==> src/rtl/db_pkg.sv <==
// -----------------------------------------------------------------------------
// db_pkg -- shared definitions for the pushbutton debounce timer.
//   db_state_t    : 2-bit FSM state encoding (IDLE, COUNT, DONE, RELWAIT)
//   DB_CYCLES_DEF : default debounce window length in clk cycles (20 ms @ 50 MHz)
//   CNT_W_DEF     : default window counter width
//   st_busy()     : true whenever the FSM has left IDLE
// -----------------------------------------------------------------------------
package db_pkg;

  typedef enum logic [1:0] {
    IDLE    = 2'd0,
    COUNT   = 2'd1,
    DONE    = 2'd2,
    RELWAIT = 2'd3
  } db_state_t;

  localparam int DB_CYCLES_DEF = 1000000;
  localparam int CNT_W_DEF     = 20;

  function automatic logic st_busy(input db_state_t s);
    return (s != IDLE);
  endfunction

endpackage

==> src/rtl/btn_db_tmr_if.sv <==
// -----------------------------------------------------------------------------
// btn_db_tmr_if -- handshake between the stopwatch controller and the debounce
// timer.
//   strt_pls : controller -> timer, one-cycle request to open a window
//   db_done  : timer -> controller, one-cycle window-complete response
//   busy     : timer -> controller, high while the timer FSM is not IDLE
//   ss_btn   : timer -> controller, one-cycle start/stop press event
//   c_btn    : timer -> controller, synchronized clear level
// Modports: master = controller side, slave = timer side.
// -----------------------------------------------------------------------------
interface btn_db_tmr_if;

  logic strt_pls;
  logic db_done;
  logic busy;
  logic ss_btn;
  logic c_btn;

  modport master (
    output strt_pls,
    input  db_done,
    input  busy,
    input  ss_btn,
    input  c_btn
  );

  modport slave (
    input  strt_pls,
    output db_done,
    output busy,
    output ss_btn,
    output c_btn
  );

endinterface

==> src/rtl/btn_sync.sv <==
// -----------------------------------------------------------------------------
// btn_sync -- 2-flop synchronizer for one asynchronous pushbutton, plus a
// previous-value flop for rising-edge detection.
//   clk  : clock (rising edge)
//   rst  : asynchronous active-low reset
//   raw  : asynchronous button input
//   lvl  : synchronized level (2-cycle latency)
//   rise : one-cycle pulse on a synchronized 0->1 transition
// -----------------------------------------------------------------------------
module btn_sync (
  input  logic clk,
  input  logic rst,
  input  logic raw,
  output logic lvl,
  output logic rise
);

  logic lvl_p0, lvl_p1, lvl_p2;
  logic vld_p0, vld_p1, vld_p2;

  always_ff @(posedge clk or negedge rst) begin
    if (!rst) begin
      lvl_p0 <= 1'b0;
      lvl_p1 <= 1'b0;
      lvl_p2 <= 1'b0;
      vld_p0 <= 1'b0;
      vld_p1 <= 1'b0;
      vld_p2 <= 1'b0;
    end else begin
      // stage 0: metastability catch
      lvl_p0 <= raw;
      vld_p0 <= 1'b1;
      // stage 1: synchronized level
      lvl_p1 <= lvl_p0;
      vld_p1 <= vld_p0;
      // stage 2: previous synchronized level for edge detection
      lvl_p2 <= lvl_p1;
      vld_p2 <= vld_p1;
    end
  end

  assign lvl = lvl_p1;
  // The flops all leave reset at 0, so a button held through reset would
  // look like a fresh 0->1 edge; the edge is only trusted once both the
  // current and previous levels come from real post-reset samples.
  assign rise = lvl_p1 & ~lvl_p2 & vld_p2;

endmodule

==> src/rtl/btn_db_tmr.sv <==
// -----------------------------------------------------------------------------
// btn_db_tmr -- pushbutton synchronizer and debounce window timer for the
// stopwatch controller.
//   Parameters : DB_CYCLES (window length in clk cycles, 1..2^CNT_W-1),
//                CNT_W (window counter width)
//   clk        : clock (rising edge)
//   rst        : asynchronous active-low reset
//   c_raw      : asynchronous clear pushbutton
//   ss_raw     : asynchronous start/stop pushbutton
//   bus        : btn_db_tmr_if.slave (strt_pls in; db_done, busy, ss_btn,
//                c_btn out)
// Build option: define BTN_DB_RETRIG_EN to let strt_pls during COUNT restart
// the window; otherwise it is ignored there.
// -----------------------------------------------------------------------------
module btn_db_tmr
  import db_pkg::*;
#(
  parameter int DB_CYCLES = DB_CYCLES_DEF,
  parameter int CNT_W     = CNT_W_DEF
) (
  input  logic           clk,
  input  logic           rst,
  input  logic           c_raw,
  input  logic           ss_raw,
  btn_db_tmr_if.slave    bus
);

  localparam logic [CNT_W-1:0] LAST = CNT_W'(DB_CYCLES - 1);

  db_state_t        state, state_nxt;
  logic [CNT_W-1:0] cnt, cnt_nxt;
  logic             ss_lvl, ss_rise;
  logic             c_lvl, c_rise_unused;
  logic             ss_btn_r;

  btn_sync u_sync_c (
    .clk  (clk),
    .rst  (rst),
    .raw  (c_raw),
    .lvl  (c_lvl),
    .rise (c_rise_unused)
  );

  btn_sync u_sync_ss (
    .clk  (clk),
    .rst  (rst),
    .raw  (ss_raw),
    .lvl  (ss_lvl),
    .rise (ss_rise)
  );

  always_ff @(posedge clk or negedge rst) begin
    if (!rst) begin
      state    <= IDLE;
      cnt      <= '0;
      ss_btn_r <= 1'b0;
    end else begin
      state    <= state_nxt;
      cnt      <= cnt_nxt;
      // Presses outside IDLE are dropped, not remembered for later.
      ss_btn_r <= ss_rise & (state == IDLE);
    end
  end

  always_comb begin
    state_nxt = state;
    cnt_nxt   = cnt;
    unique case (state)
      IDLE: begin
        if (bus.strt_pls) begin
          state_nxt = COUNT;
          cnt_nxt   = '0;
        end
      end
      COUNT: begin
`ifdef BTN_DB_RETRIG_EN
        if (bus.strt_pls) begin
          cnt_nxt = '0;
        end else if (cnt == LAST) begin
          state_nxt = DONE;
        end else begin
          cnt_nxt = cnt + 1'b1;
        end
`else
        // Counter parks at LAST rather than wrapping.
        if (cnt == LAST) begin
          state_nxt = DONE;
        end else begin
          cnt_nxt = cnt + 1'b1;
        end
`endif
      end
      DONE: begin
        state_nxt = RELWAIT;
      end
      RELWAIT: begin
        // Wait for start/stop to be released so one long press is not
        // re-armed as a second event.
        if (!ss_lvl) begin
          state_nxt = IDLE;
        end
      end
      default: begin
        state_nxt = IDLE;
      end
    endcase
  end

  assign bus.db_done = (state == DONE);
  assign bus.busy    = st_busy(state);
  assign bus.ss_btn  = ss_btn_r;
  assign bus.c_btn   = c_lvl;

endmodule

==> src/flat_wrapper.sv <==
// flat-port wrapper written by rule: the top's interface ports become plain ports
module btn_db_tmr_flat import db_pkg::*;
#(
  parameter int DB_CYCLES = DB_CYCLES_DEF,
  parameter int CNT_W     = CNT_W_DEF
)
  (clk, rst, c_raw, ss_raw, bus_strt_pls, bus_db_done, bus_busy, bus_ss_btn, bus_c_btn);
  btn_db_tmr_if bus_i ();
  input  logic clk;
  input  logic rst;
  input  logic c_raw;
  input  logic ss_raw;
  input wire logic [$bits(bus_i.strt_pls)-1:0] bus_strt_pls;
  output wire logic [$bits(bus_i.db_done)-1:0] bus_db_done;
  output wire logic [$bits(bus_i.busy)-1:0] bus_busy;
  output wire logic [$bits(bus_i.ss_btn)-1:0] bus_ss_btn;
  output wire logic [$bits(bus_i.c_btn)-1:0] bus_c_btn;
  assign bus_i.strt_pls = bus_strt_pls;
  assign bus_db_done = bus_i.db_done;
  assign bus_busy = bus_i.busy;
  assign bus_ss_btn = bus_i.ss_btn;
  assign bus_c_btn = bus_i.c_btn;
  btn_db_tmr #(.DB_CYCLES(DB_CYCLES), .CNT_W(CNT_W)) u_core (.clk(clk), .rst(rst), .c_raw(c_raw), .ss_raw(ss_raw), .bus(bus_i));
endmodule
==> config.mk <==
export PLATFORM = sky130hd
export DESIGN_NAME = btn_db_tmr_flat
export DESIGN_NICKNAME = d
export VERILOG_FILES = /design/src/rtl/db_pkg.sv /design/src/rtl/btn_db_tmr_if.sv /design/src/rtl/btn_sync.sv /design/src/rtl/btn_db_tmr.sv /design/src/flat_wrapper.sv
export SDC_FILE = /design/constraint.sdc
export NUM_CORES = 1
export LEC_CHECK = 0
export ABC_CLOCK_PERIOD_IN_PS = 2700
export CAP_MARGIN = 40
export CORE_ASPECT_RATIO = 1.25
export CORE_MARGIN = 5
export CORE_UTILIZATION = 48
export DETAILED_ROUTE_END_ITERATION = 16
export MAX_ROUTING_LAYER = met4
export PLACE_DENSITY = 0.62
export SETUP_SLACK_MARGIN = 0.4
export SLEW_MARGIN = 10
export SYNTH_ARGS = -nofsm -noshare
export SYNTH_HDL_FRONTEND = slang
export SYNTH_SLANG_ARGS = --single-unit
==> constraint.sdc <==
create_clock -name clk -period 2.7 [get_ports clk]
set_input_delay 0.675 -clock clk [delete_from_list [all_inputs] [get_ports clk]]
set_output_delay 0.675 -clock clk [all_outputs]
set_load 0.02 [all_outputs]
[Yosys cells after proc, flatten, opt, wreduce, memory -nomap -nowiden]
Index checks and enable logic that the tools add are counted.
Storage, ports and cells
  flip-flop bits (word level): 31
  word-level logic and storage cells: 36
  output and inout port bits: 4
Operators by class
  muxes and demuxes: 7
  equal/unequal tests: 8
  $add $sub $neg: 1
  bitwise gates (word level): 4
  reduce and logical (&&, ||, !) cells: 5
Operator list (number)
  2-to-1 mux 20 bit: 2
  case mux 20 bit (2 select lines): 1
  adder 20 x 1 -> 20 bit (second input constant): 1
  == test 20 bit (second input constant): 1
  case mux 2 bit (4 select lines): 1
  2-to-1 mux 2 bit: 3
  inequality test 2 bit (second input constant): 3
  AND reduction 3 bit: 2
  == test 2 bit (second input constant): 2
  nonzero test 2 bit: 2
  AND 1 bit: 3
  == test 2 x 1 -> 1 bit (second input constant): 1
  zero test 2 bit: 1
  inequality test 2 x 1 -> 1 bit (second input constant): 1
  inverter 1 bit: 1

[Logic depth before layout (Yosys ltp)]
Gate-level depths: netlist (run 1).
  depth after elaboration: 4
  depth in mapped cells: 8

[By module]
From an unflattened synthesis (run 1), not the netlist that was laid out.
Unflattened totals
  cells, all modules: 187
  area total of the unflattened synthesis: 1800.5 µm²
Modules (own cells, without submodules)
  btn_db_tmr: cells each 171, instances 1, area an instance 1475.2 µm²
  btn_sync: cells each 8, instances 2, area an instance 162.7 µm²

[Worst setup path after synthesis (run 1)]
No wires, ideal clock.
  path type: input port to flip-flop
  start point: input port bus_strt_pls
  end point: register u_core.cnt[17]
  path buffers: 0
  setup time: 0.066 ns
  path slack: 0.798 ns
  data arrival time: 1.835 ns
  required time: 2.634 ns
  cell stages on the path: 5
  cell sequence: nand2b_1 -> o21ai_1 -> or4_2 -> nand2_1 -> a22o_1
Between the ends
  longest elaborated chain between the ends: 2
RTL lines
  from (decl): line flat_wrapper.sv:13  | input wire logic [$bits(bus_i.strt_pls)-1:0] bus_strt_pls;
  inequality test 2 bit (no line)
  AND reduction 3 bit (no line)
  to (signal assigned): line btn_db_tmr.sv:59  | cnt <= cnt_nxt;
  to (decl): line btn_db_tmr.sv:31  | logic [CNT_W-1:0] cnt, cnt_nxt;
No other way between the ends.
A chain may end at the register's enable or synchronous reset.

[Worst setup path in the final report (run 1)]
  start point: register u_core.cnt[0]
  end point: register u_core.state[1]
Between the ends
  longest elaborated chain between the ends: 3
RTL lines
  == test 20 bit: line btn_db_tmr.sv:86  | if (cnt == LAST) begin
  inequality test 2 x 1 -> 1 bit (no line)
  AND reduction 3 bit (no line)
  to (signal assigned): line btn_db_tmr.sv:58  | state <= state_nxt;
  to (decl): line btn_db_tmr.sv:30  | db_state_t state, state_nxt;
No other way between the ends.

==> flow_summary.yaml, run 1 <==
pwr:
  peakVddDrop_v: 0.000432
  p_per_area_mw_per_mm2: 522
  p_leak_nw: 0.785
  total_power_uw: 979
yosys:
  synth_warnings: 0
  synth_top_cell_area_share: 0.475
  avgSynthCellArea_um2: 9.66
  synth_edf_count: 0
  synthTopCellsByArea: "dfrtp_1 48%, nand2_1 5.1%, ha_1 3.8%, o21ai_0 3.7%, o211ai_1 3.2%"
  synth_area_mm2: 0.00163
  synthArstFlopShare: 1.00
  yosysSeqAreaShare: 0.475
  synthCells: 169
  synthFlopType: "dfrtp_1"
  synth_common_cells: "31 x dfrtp_1, 22 x nand2_1, 12 x o21ai_0, 10 x nand3_1"
  synth.most_common_cell: "dfrtp_1"
  synth_area_leader_cell: "dfrtp_1"
  ys_types: 42
  synth_nets: 179
  synth_seq_cells: 31
die:
  std_cell_rows: 23
  start_util: 0.502
  dieArea_mm2: 0.00468
  die_y_um: 75.2
  num_io_pins: 9
  core_area_mm2: 0.00325
  die_x_um: 62.2
global_routing:
  overflow: 0
  track_usage: 0.173
  antenna_found_initial: 0
  grt_max_degree: 32
  grt_pass1_wl_mm: 6.20
  grt_pass1_vias: 1350
critical_path:
  reg2reg_slack_ns: 0.57
  crit_chain: "ha_1 > nand3_1 > nor3_1 > and4_2 > o21ai_1 > mux2_2"
  worstPathMaxFanout: 8
  slowest_stage: "dfrtp_1"
  critical_path_class: "reg2reg"
  startpoint_type: "flip-flop"
  end_kind: "flip-flop"
  cpPeakStageDelay_ns: 0.43
  crit_required_ns: 2.87
  worstReg2RegEnd: "u_core.state[1]"
  critPathArrivalTime_ns: 2.30
  rr_startpoint: "u_core.cnt[0]"
  ff2ff_path_depth: 6
cells_and_area:
  final_cell_area_mm2: 0.00188
  seqCellArea_um2: 776
  multiInputGateArea_um2: 806
  drive_gt1_frac: 0.137
  layout.nets: 192
  area_growth_pct: 14.9
  diodes: 0
  fill_cells: 287
  instances_no_fill: 220
run:
  cap_violations: 0
cts:
  hold_buffers: 0
  htreeDepth: 2
  cts-root-buf: "clkbuf_8"
  cts_tree: "yes"
  cts_sinks: 31
  path_clk_slew_ns: 0.07
  clock_latency_ns: 0.28
  cts_buffers: 5
  clk_path_buf_depth: 2
timing:
  fin_skew_ns: 0.00800
  min_period_ns: 2.13
  finalCritPeriodShare: 0.789
  drv_slew: 0
  fmax_mhz: 469
  fin_hold_ws_ns: 0.349
  max_slew_margin: 0.621
  fin_setup_tns_ns: 0
  rsz0062_at_grt: "false"
  final_hold_viol_count: 0
  tightestPinTransition_ns: 0.567
  setup_violations: 0
drt:
  antenna_left: 0
  vias_per_cell: 5.86
  avgRoutedWirePerCell_um: 15.9
  drc: 0
  vias: 1289
  wl_mm: 3.50
  drt_iter0_markers: 45
  dr.pass1.iters: 4
placed_design:
  gp_congestion: 0.849
  port_buffers: 8
  placed_area_mm2: 0.00175
  dp_cells: 212
  dp_hpwl_mm: 2.41
hold_path:
  hold_start: "u_core.u_sync_c.lvl_p0"
  hp-class: "reg2reg"
  worstHoldPathCells: 0
  hold_end: "u_core.u_sync_c.lvl"
status:
  status: "completed"
[layer usage]
metal,global-route usage,vias to the layer above,wire length (um)
li1,-,649,-
met1,0.202,620,1610
met2,0.291,18,1730
met3,0.0403,2,131
met4,0.0699,0,29
met5,-,-,0
[logic make-up (layout without fill, tap and decap cells)]
family,Yosys count,count (layout),synth area share
DFF,31,31,0.475
buffers and inverters,11,25,0.0352
other,1,1,0.00230
adders and majority gates,5,5,0.0383
AOI/OAI and AO/OA,36,36,0.139
and+or+nand+nor,81,81,0.284
muxes,4,4,0.0253
[critical path, delay by kind of cell, from the launching register on]
family / cells / cell delay [ns]
mux: 1 / 0.29
flops: 1 / 0.43
fa+ha+maj: 1 / 0.26
compound gates: 1 / 0.13
simple gates: 3 / 0.92
[worst max-delay path by stage]
stage	from	to	slack (ns)	depth (start not counted)
2_1_floorplan	bus_strt_pls	u_core.cnt[17]	0.80	5
3_3_place_gp	bus_strt_pls	u_core.cnt[17]	0.40	6
3_5_place_dp	bus_strt_pls	u_core.cnt[17]	0.37	6
4_1_cts	u_core.state[0]	bus_db_done	0.42	3
5_1_grt	u_core.cnt[0]	u_core.cnt[0]	0.45	6
6_report	u_core.cnt[0]	u_core.state[1]	0.57	6
[where the power goes]
part           internal [mW]  switching [mW]
sequential             0.473         0.00632
clock                  0.298           0.175
combinational         0.0114          0.0144
[layout by cell type, fill, tap and decap left out, types with 2 or more instances in the layout]
master,count
a21oi_1,7
ha_2,2
nand3_1,10
o211ai_1,7
ha_1,3
clkbuf_8,6
nor4_1,2
o21ai_1,2
mux2i_1,3
clkdlybuf4s50_1,6
o311ai_0,2
nand4_1,8
nor2_1,8
inv_1,4
nor3_1,8
buf_4,4
dfrtp_1,31
nand2b_1,2
or4_1,2
or3_1,4
and3_4,2
and4_1,2
nand2_1,22
o21ai_0,12
[final cells by class]
| cell class | instances | area share |
|---|---|---|
| multi-input combinational | 127 | 0.430 |
| sequential | 31 | 0.414 |
| timing repair buffer | 12 | 0.0594 |
| clock buffer | 6 | 0.0440 |
| tap | 37 | 0.0247 |
| clock inverter | 2 | 0.0187 |
| inverter | 5 | 0.0100 |
[flip-flops by register name, summed over array words and instances (netlist names)]
| name | flops |
|---|---|
| u_core.bus.ss_btn | 1 |
| u_core.cnt | 20 |
| u_core.state | 2 |
| u_core.u_sync_c.lvl | 1 |
| u_core.u_sync_c.lvl_p0 | 1 |
| u_core.u_sync_ss.lvl | 1 |
| u_core.u_sync_ss.lvl_p0 | 1 |
| u_core.u_sync_ss.lvl_p2 | 1 |
| u_core.u_sync_ss.vld_p0 | 1 |
| u_core.u_sync_ss.vld_p1 | 1 |
| u_core.u_sync_ss.vld_p2 | 1 |
[repair_timing]
item,in CTS,in global routing
buffers inserted,0,0
gates resized for setup,1,4
endpoints found under the setup margin,1,11
pin swaps,0,0
[per-stage QoR]
step | util | setup slack (ns)
5_1_grt | 0.577 | 0.452
2_1_floorplan | - | 0.798
6_report | 0.577 | 0.569
4_1_cts | 0.574 | 0.417
3_3_place_gp | 0.538 | 0.404
3_5_place_dp | 0.538 | 0.367
(Power assumes the default switching activity.)
==> run 2: changes to the inputs <==
--- a/config.mk
+++ b/config.mk
@@ -5,14 +5,14 @@
 export SDC_FILE = /design/constraint.sdc
 export NUM_CORES = 1
 export LEC_CHECK = 0
-export ABC_CLOCK_PERIOD_IN_PS = 2700
+export ABC_CLOCK_PERIOD_IN_PS = 1900
 export CAP_MARGIN = 40
 export CORE_ASPECT_RATIO = 1.25
 export CORE_MARGIN = 5
 export CORE_UTILIZATION = 48
 export DETAILED_ROUTE_END_ITERATION = 16
 export MAX_ROUTING_LAYER = met4
-export PLACE_DENSITY = 0.62
+export PLACE_DENSITY = 0.65
 export SETUP_SLACK_MARGIN = 0.4
 export SLEW_MARGIN = 10
 export SYNTH_ARGS = -nofsm -noshare
==> constraint.sdc (replaced) <==
create_clock -name clk -period 1.9 [get_ports clk]
set_input_delay 0.475 -clock clk [delete_from_list [all_inputs] [get_ports clk]]
set_output_delay 0.475 -clock clk [all_outputs]
set_load 0.02 [all_outputs]
==> run 2 against run 1 <==
  * First-iteration DRC count increased to 2.6 times the previous value
  * Register-to-register slack got worse by 0.39 ns
  * Power increased by 43%
  * Critical path depth decreased by 1
  * Cell count increased by 17%
  * Flip-flop and latch count unchanged
  * Count of clock-buffer cells in the layout unchanged
  * Wire length increased by 30%
  * Worst hold slack about the same
  * Fmax increased by 24%
  * Via count increased by 23%
  * Largest cell class unchanged
==> flow_summary.yaml, run 2 (synthesized netlist as in run 1, its figures left out) <==
critical_path:
  critical_path_buf_inv_count: 0
  worstPathMaxFanout: 5
  ff2ff_path_depth: 5
  cpPeakStageDelay_ns: 0.53
  crit_required_ns: 2.08
  path_delay_family: "simple AND/OR/NAND/NOR gates"
  critical_path_class: "reg2reg"
  worstReg2RegEnd: "u_core.cnt[18]"
  critPathArrivalTime_ns: 1.90
  end_kind: "flip-flop"
  rr_startpoint: "u_core.cnt[10]"
  startpoint_type: "flip-flop"
  reg2reg_slack_ns: 0.18
  crit_chain: "and2_1 > nand2_1 > or4_4 > and3_4 > a211o_1"
  slowest_stage: "or4_4"
drt:
  vias: 1588
  antenna_left: 0
  drc: 0
  vias_per_cell: 6.16
  wl_mm: 4.56
  avgRoutedWirePerCell_um: 17.7
  drt_iter0_markers: 118
  dr.pass1.iters: 4
placed_design:
  gp_congestion: 0.856
  port_buffers: 8
  dp_slack_ns: -0.124
  placed_area_mm2: 0.00191
  dp_cells: 224
  dp_hpwl_mm: 2.52
cells_and_area:
  mostFrequentLayoutCell: "buf_4"
  reg.largest.list: "u_core.cnt: 20 flops, u_core.state: 2 flops"
  largest_reg_flops: 20
  instances_no_fill: 258
  drive_gt1_frac: 0.412
  final_cell_area_mm2: 0.00242
  final_cell_mix: "28 x buf_4, 26 x dfrtp_1, 21 x nand2_1, 10 x buf_6, 9 x nand3_1"
  diodes: 0
  area_growth_pct: 48.3
  final_core_util: 0.745
  layout.nets: 230
  top_register: "u_core.cnt"
timing:
  setup_violations: 0
  min_period_ns: 1.72
  finalCritPeriodShare: 0.906
  drv_slew: 0
  rsz0062_at_grt: "true"
  final_hold_viol_count: 0
  fmax_mhz: 581
  layout_setup_ws_ns: 0.179
  fin_setup_tns_ns: 0
  fin_skew_ns: 0.00373
pwr:
  p_per_area_mw_per_mm2: 580
  peakVddDrop_v: 0.000618
  p_leak_nw: 1.02
die:
  die_y_um: 75.2
  core_area_mm2: 0.00325
  start_util: 0.502
  die_x_um: 62.2
  dieArea_mm2: 0.00468
  num_io_pins: 9
  std_cell_rows: 23
cts:
  cts_tree: "yes"
  hold_buffers: 0
  clk_path_buf_depth: 2
  cts-root-buf: "clkbuf_8"
  cts_sinks: 31
  clock_latency_ns: 0.29
  cts_buffers: 5
  path_clk_slew_ns: 0.06
  htreeDepth: 2
run:
  cap_violations: 0
hold_path:
  hold_end: "u_core.u_sync_c.lvl"
  hold_start: "u_core.u_sync_c.lvl_p0"
  hp-class: "reg2reg"
  worstHoldPathCells: 0
global_routing:
  antenna_found_initial: 0
  overflow: 0
  grt_max_degree: 32
  track_usage: 0.209
  grt_pass1_wl_mm: 7.45
  grt_pass1_vias: 1632
status:
  status: "completed"
-- run 2: worst reg2reg max path, stage by stage, from the launching register on --
cell and delay [ns]:
dfrtp_1 0.41, and2_1 0.21, nand2_1 0.07, or4_4 0.53, and3_4 0.18, a211o_1 0.21
-- run 2: stage by stage --
step / total power [mW] / hold WS (ns)
global route: 1.46 / 0.366
global placement: 0.734 / 0.332
finish: 1.40 / 0.348
CTS: 1.41 / 0.351
floorplan: 0.703 / 0.179
detailed placement: 0.737 / 0.336
-- run 2: report_power, final --
group	leakage, nW	switching [mW]	internal [mW]
registers	0.357	0.00783	0.673
clock network	0.0612	0.251	0.424
logic	0.602	0.0262	0.0219
-- run 2: worst max-delay path by stage --
stage / from / end / slack (ns) / cells after the start
after floorplan: u_core.state[0] / u_core.cnt[17] / 0.19 / 7
after CTS: u_core.cnt[1] / u_core.cnt[18] / 0.19 / 5
after detailed placement: bus_strt_pls / u_core.cnt[17] / -0.12 / 6
after global placement: bus_strt_pls / u_core.cnt[17] / -0.12 / 6
final: u_core.cnt[10] / u_core.cnt[18] / 0.18 / 5
after global routing: u_core.cnt[1] / u_core.cnt[18] / 0.08 / 5
-- run 2: final cells by class --
| class | count | area (um^2) |
|---|---|---|
| Clock buffer | 6 | 82.6 |
| Clock inverter | 2 | 35.0 |
| Fill cell | 212 | 831 |
| Inverter | 5 | 26.3 |
| Multi-Input combinational cell | 127 | 942 |
| Sequential cell | 31 | 782 |
| Tap cell | 37 | 46.3 |
| Timing Repair Buffer | 50 | 507 |
-- run 2: what timing repair did --
| item | in CTS | in global routing |
|---|---|---|
| endpoints found under the setup margin | 26 | 24 |
| setup buffers | 20 | 4 |
| cloned | 1 | 1 |
| pin swaps | 10 | 9 |
| resized for setup | 42 | 23 |
-- run 2: routing by layer --
| layer | global-route usage | part of all wire | up-vias | routed length [um] |
|---|---|---|---|---|
| li1 | - | - | 735 | - |
| met1 | 0.227 | 0.39 | 799 | 1800 |
| met2 | 0.357 | 0.54 | 41 | 2480 |
| met3 | 0.0522 | 0.043 | 13 | 198 |
| met4 | 0.106 | 0.018 | 0 | 81 |
| met5 | - | 0 | - | 0 |
==> run 3: changes to the inputs <==
--- a/config.mk
+++ b/config.mk
@@ -8,7 +8,7 @@
 export ABC_CLOCK_PERIOD_IN_PS = 1900
 export CAP_MARGIN = 40
 export CORE_ASPECT_RATIO = 1.25
-export CORE_MARGIN = 5
+export CORE_MARGIN = 3
 export CORE_UTILIZATION = 48
 export DETAILED_ROUTE_END_ITERATION = 16
 export MAX_ROUTING_LAYER = met4
==> run 3 against run 2 <==
  * Utilization grew 1.1 points
  * First-iteration DRC count is 64% lower
  * Critical path type unchanged
  * Die area fell by 11%
  * Non-clock buffer count is 8 higher
  * Flip-flop and latch count is the same
  * Wire length up 0.22%
  * Count of clock-buffer cells in the layout unchanged
  * Register-to-register slack worse by 0.02 ns
==> flow_summary.yaml, run 3 (synthesized netlist as in run 1, its figures left out) <==
status:
  status: "completed"
die:
  die_x_um: 58.2
  std_cell_rows: 23
  dieArea_mm2: 0.00414
  num_io_pins: 9
  start_util: 0.507
  core_area_mm2: 0.00322
  die_y_um: 71.2
drt:
  wl_met3_um: 188
  vias_per_cell: 6.00
  top_layer: "met4"
  drc: 0
  wl_mm: 4.57
  antenna_left: 0
  met2_length_mm: 2.41
  avgRoutedWirePerCell_um: 17.2
  dr.pass1.iters: 4
  drt_iter0_markers: 43
  drt-met1-wl_mm: 1.87
  vias: 1590
cells_and_area:
  mostFrequentLayoutCell: "buf_4"
  area_growth_pct: 49.0
  layout.nets: 238
  diodes: 0
  largest_reg_flops: 20
  drive_gt1_frac: 0.452
  instances_no_fill: 265
  top_register: "u_core.cnt"
  reg.largest.list: "u_core.cnt: 20 flops, u_core.state: 2 flops"
  final_cell_mix: "38 x buf_4, 25 x dfrtp_1, 22 x nand2_1, 13 x buf_6"
run:
  cap_violations: 0
cts:
  clk_path_buf_depth: 2
  cts_tree: "yes"
  htreeDepth: 2
  path_clk_slew_ns: 0.07
  cts_buffers: 5
  cts-root-buf: "clkbuf_8"
  cts_sinks: 31
  clock_latency_ns: 0.29
  hold_buffers: 0
global_routing:
  grt_max_degree: 32
  grt_pass1_vias: 1620
  grt_pass1_wl_mm: 7.27
  antenna_found_initial: 0
  track_usage: 0.234
  overflow: 0
critical_path:
  critical_path_class: "reg2reg"
  slowest_stage: "or4_4"
  crit_required_ns: 2.07
  crit_chain: "ha_4 > nand4_1 > or4_4 > and3_4 > a211o_1"
  startpoint_type: "flip-flop"
  critPathArrivalTime_ns: 1.90
  cpPeakStageDelay_ns: 0.51
  end_kind: "flip-flop"
  worstPathMaxFanout: 3
  reg2reg_slack_ns: 0.16
hold_path:
  hp-class: "reg2reg"
pwr:
  p_per_area_mw_per_mm2: 513
  p_leak_nw: 1.03
  peakVddDrop_v: 0.000681
  total_power_mw: 1.25
timing:
  min_period_ns: 1.74
  finalCritPeriodShare: 0.914
  drv_slew: 0
  setup_violations: 0
  fin_skew_ns: 0.0104
  final_hold_viol_count: 0
  rsz0062_at_grt: "true"
  fmax_mhz: 576
placed_design:
  gp_congestion: 0.872
  dp_hpwl_mm: 2.56
  port_buffers: 8
  dp_cells: 227
-- run 3: path summary, 6_finish.rpt --
check | start | end | cells after the start
setup / recovery | u_core.cnt[0] | u_core.cnt[18] | 5
hold / removal | u_core.u_sync_ss.vld_p1 | u_core.u_sync_ss.vld_p2 | 0
setup reg to reg | u_core.cnt[0] | u_core.cnt[18] | 5
hold reg to reg | u_core.u_sync_ss.vld_p1 | u_core.u_sync_ss.vld_p2 | 0
max in group asynchronous | rst | u_core.cnt[4] | 2
min in group asynchronous | rst | u_core.u_sync_c.lvl | 2
-- run 3: per-layer routing --
layer  vias to the layer above  GRT usage
met1                       780      0.276
li1                        748          -
met3                        11     0.0505
met2                        51      0.378
met4                         0      0.106
met5                         -          -
-- run 3: through the flow --
stage                     setup WS [ns]  setup TNS [ns]  utilization  cell area, um^2  hold WS, ns
after floorplan                   0.186               0            -             1700        0.179
after global placement           -0.121          -0.159        0.595             1920        0.332
after detailed placement         -0.139          -0.309        0.595             1920        0.337
after CTS                         0.169               0        0.698             2250        0.351
after global routing              0.129               0        0.755             2430        0.354
final                             0.163               0        0.755             2430        0.351
-- run 3: timing repair --
action / 4_1_cts / 5_1_grt
gates resized for setup: 44 / 27
buffers inserted: 18 / 12
gates cloned: 1 / 0
setup endpoints to repair: 25 / 24
pin swaps: 14 / 8
-- run 3: layout make-up --
class	instances	area, um^2
Clock buffer	6	82.6
Multi-Input combinational cell	127	995
Timing Repair Buffer	58	495
Sequential cell	31	783
Fill cell	211	790
Clock inverter	1	5.00
Inverter	5	26.3
Tap cell	37	46.3
-- run 3: worst max-delay path: cells and delay by family, from the launching register on --
| family | cells | cell delay (ns) |
|---|---|---|
| AND/OR/NAND/NOR | 3 | 0.81 |
| flip-flops | 1 | 0.41 |
| AO/OA/AOI/OAI | 1 | 0.22 |
| adder cells (fa/ha/maj) | 1 | 0.18 |
-- run 3: power breakdown --
group | internal, mW | switching (mW)
sequential | 0.673 | 0.00971
clock | 0.284 | 0.243
combinational | 0.0180 | 0.0217
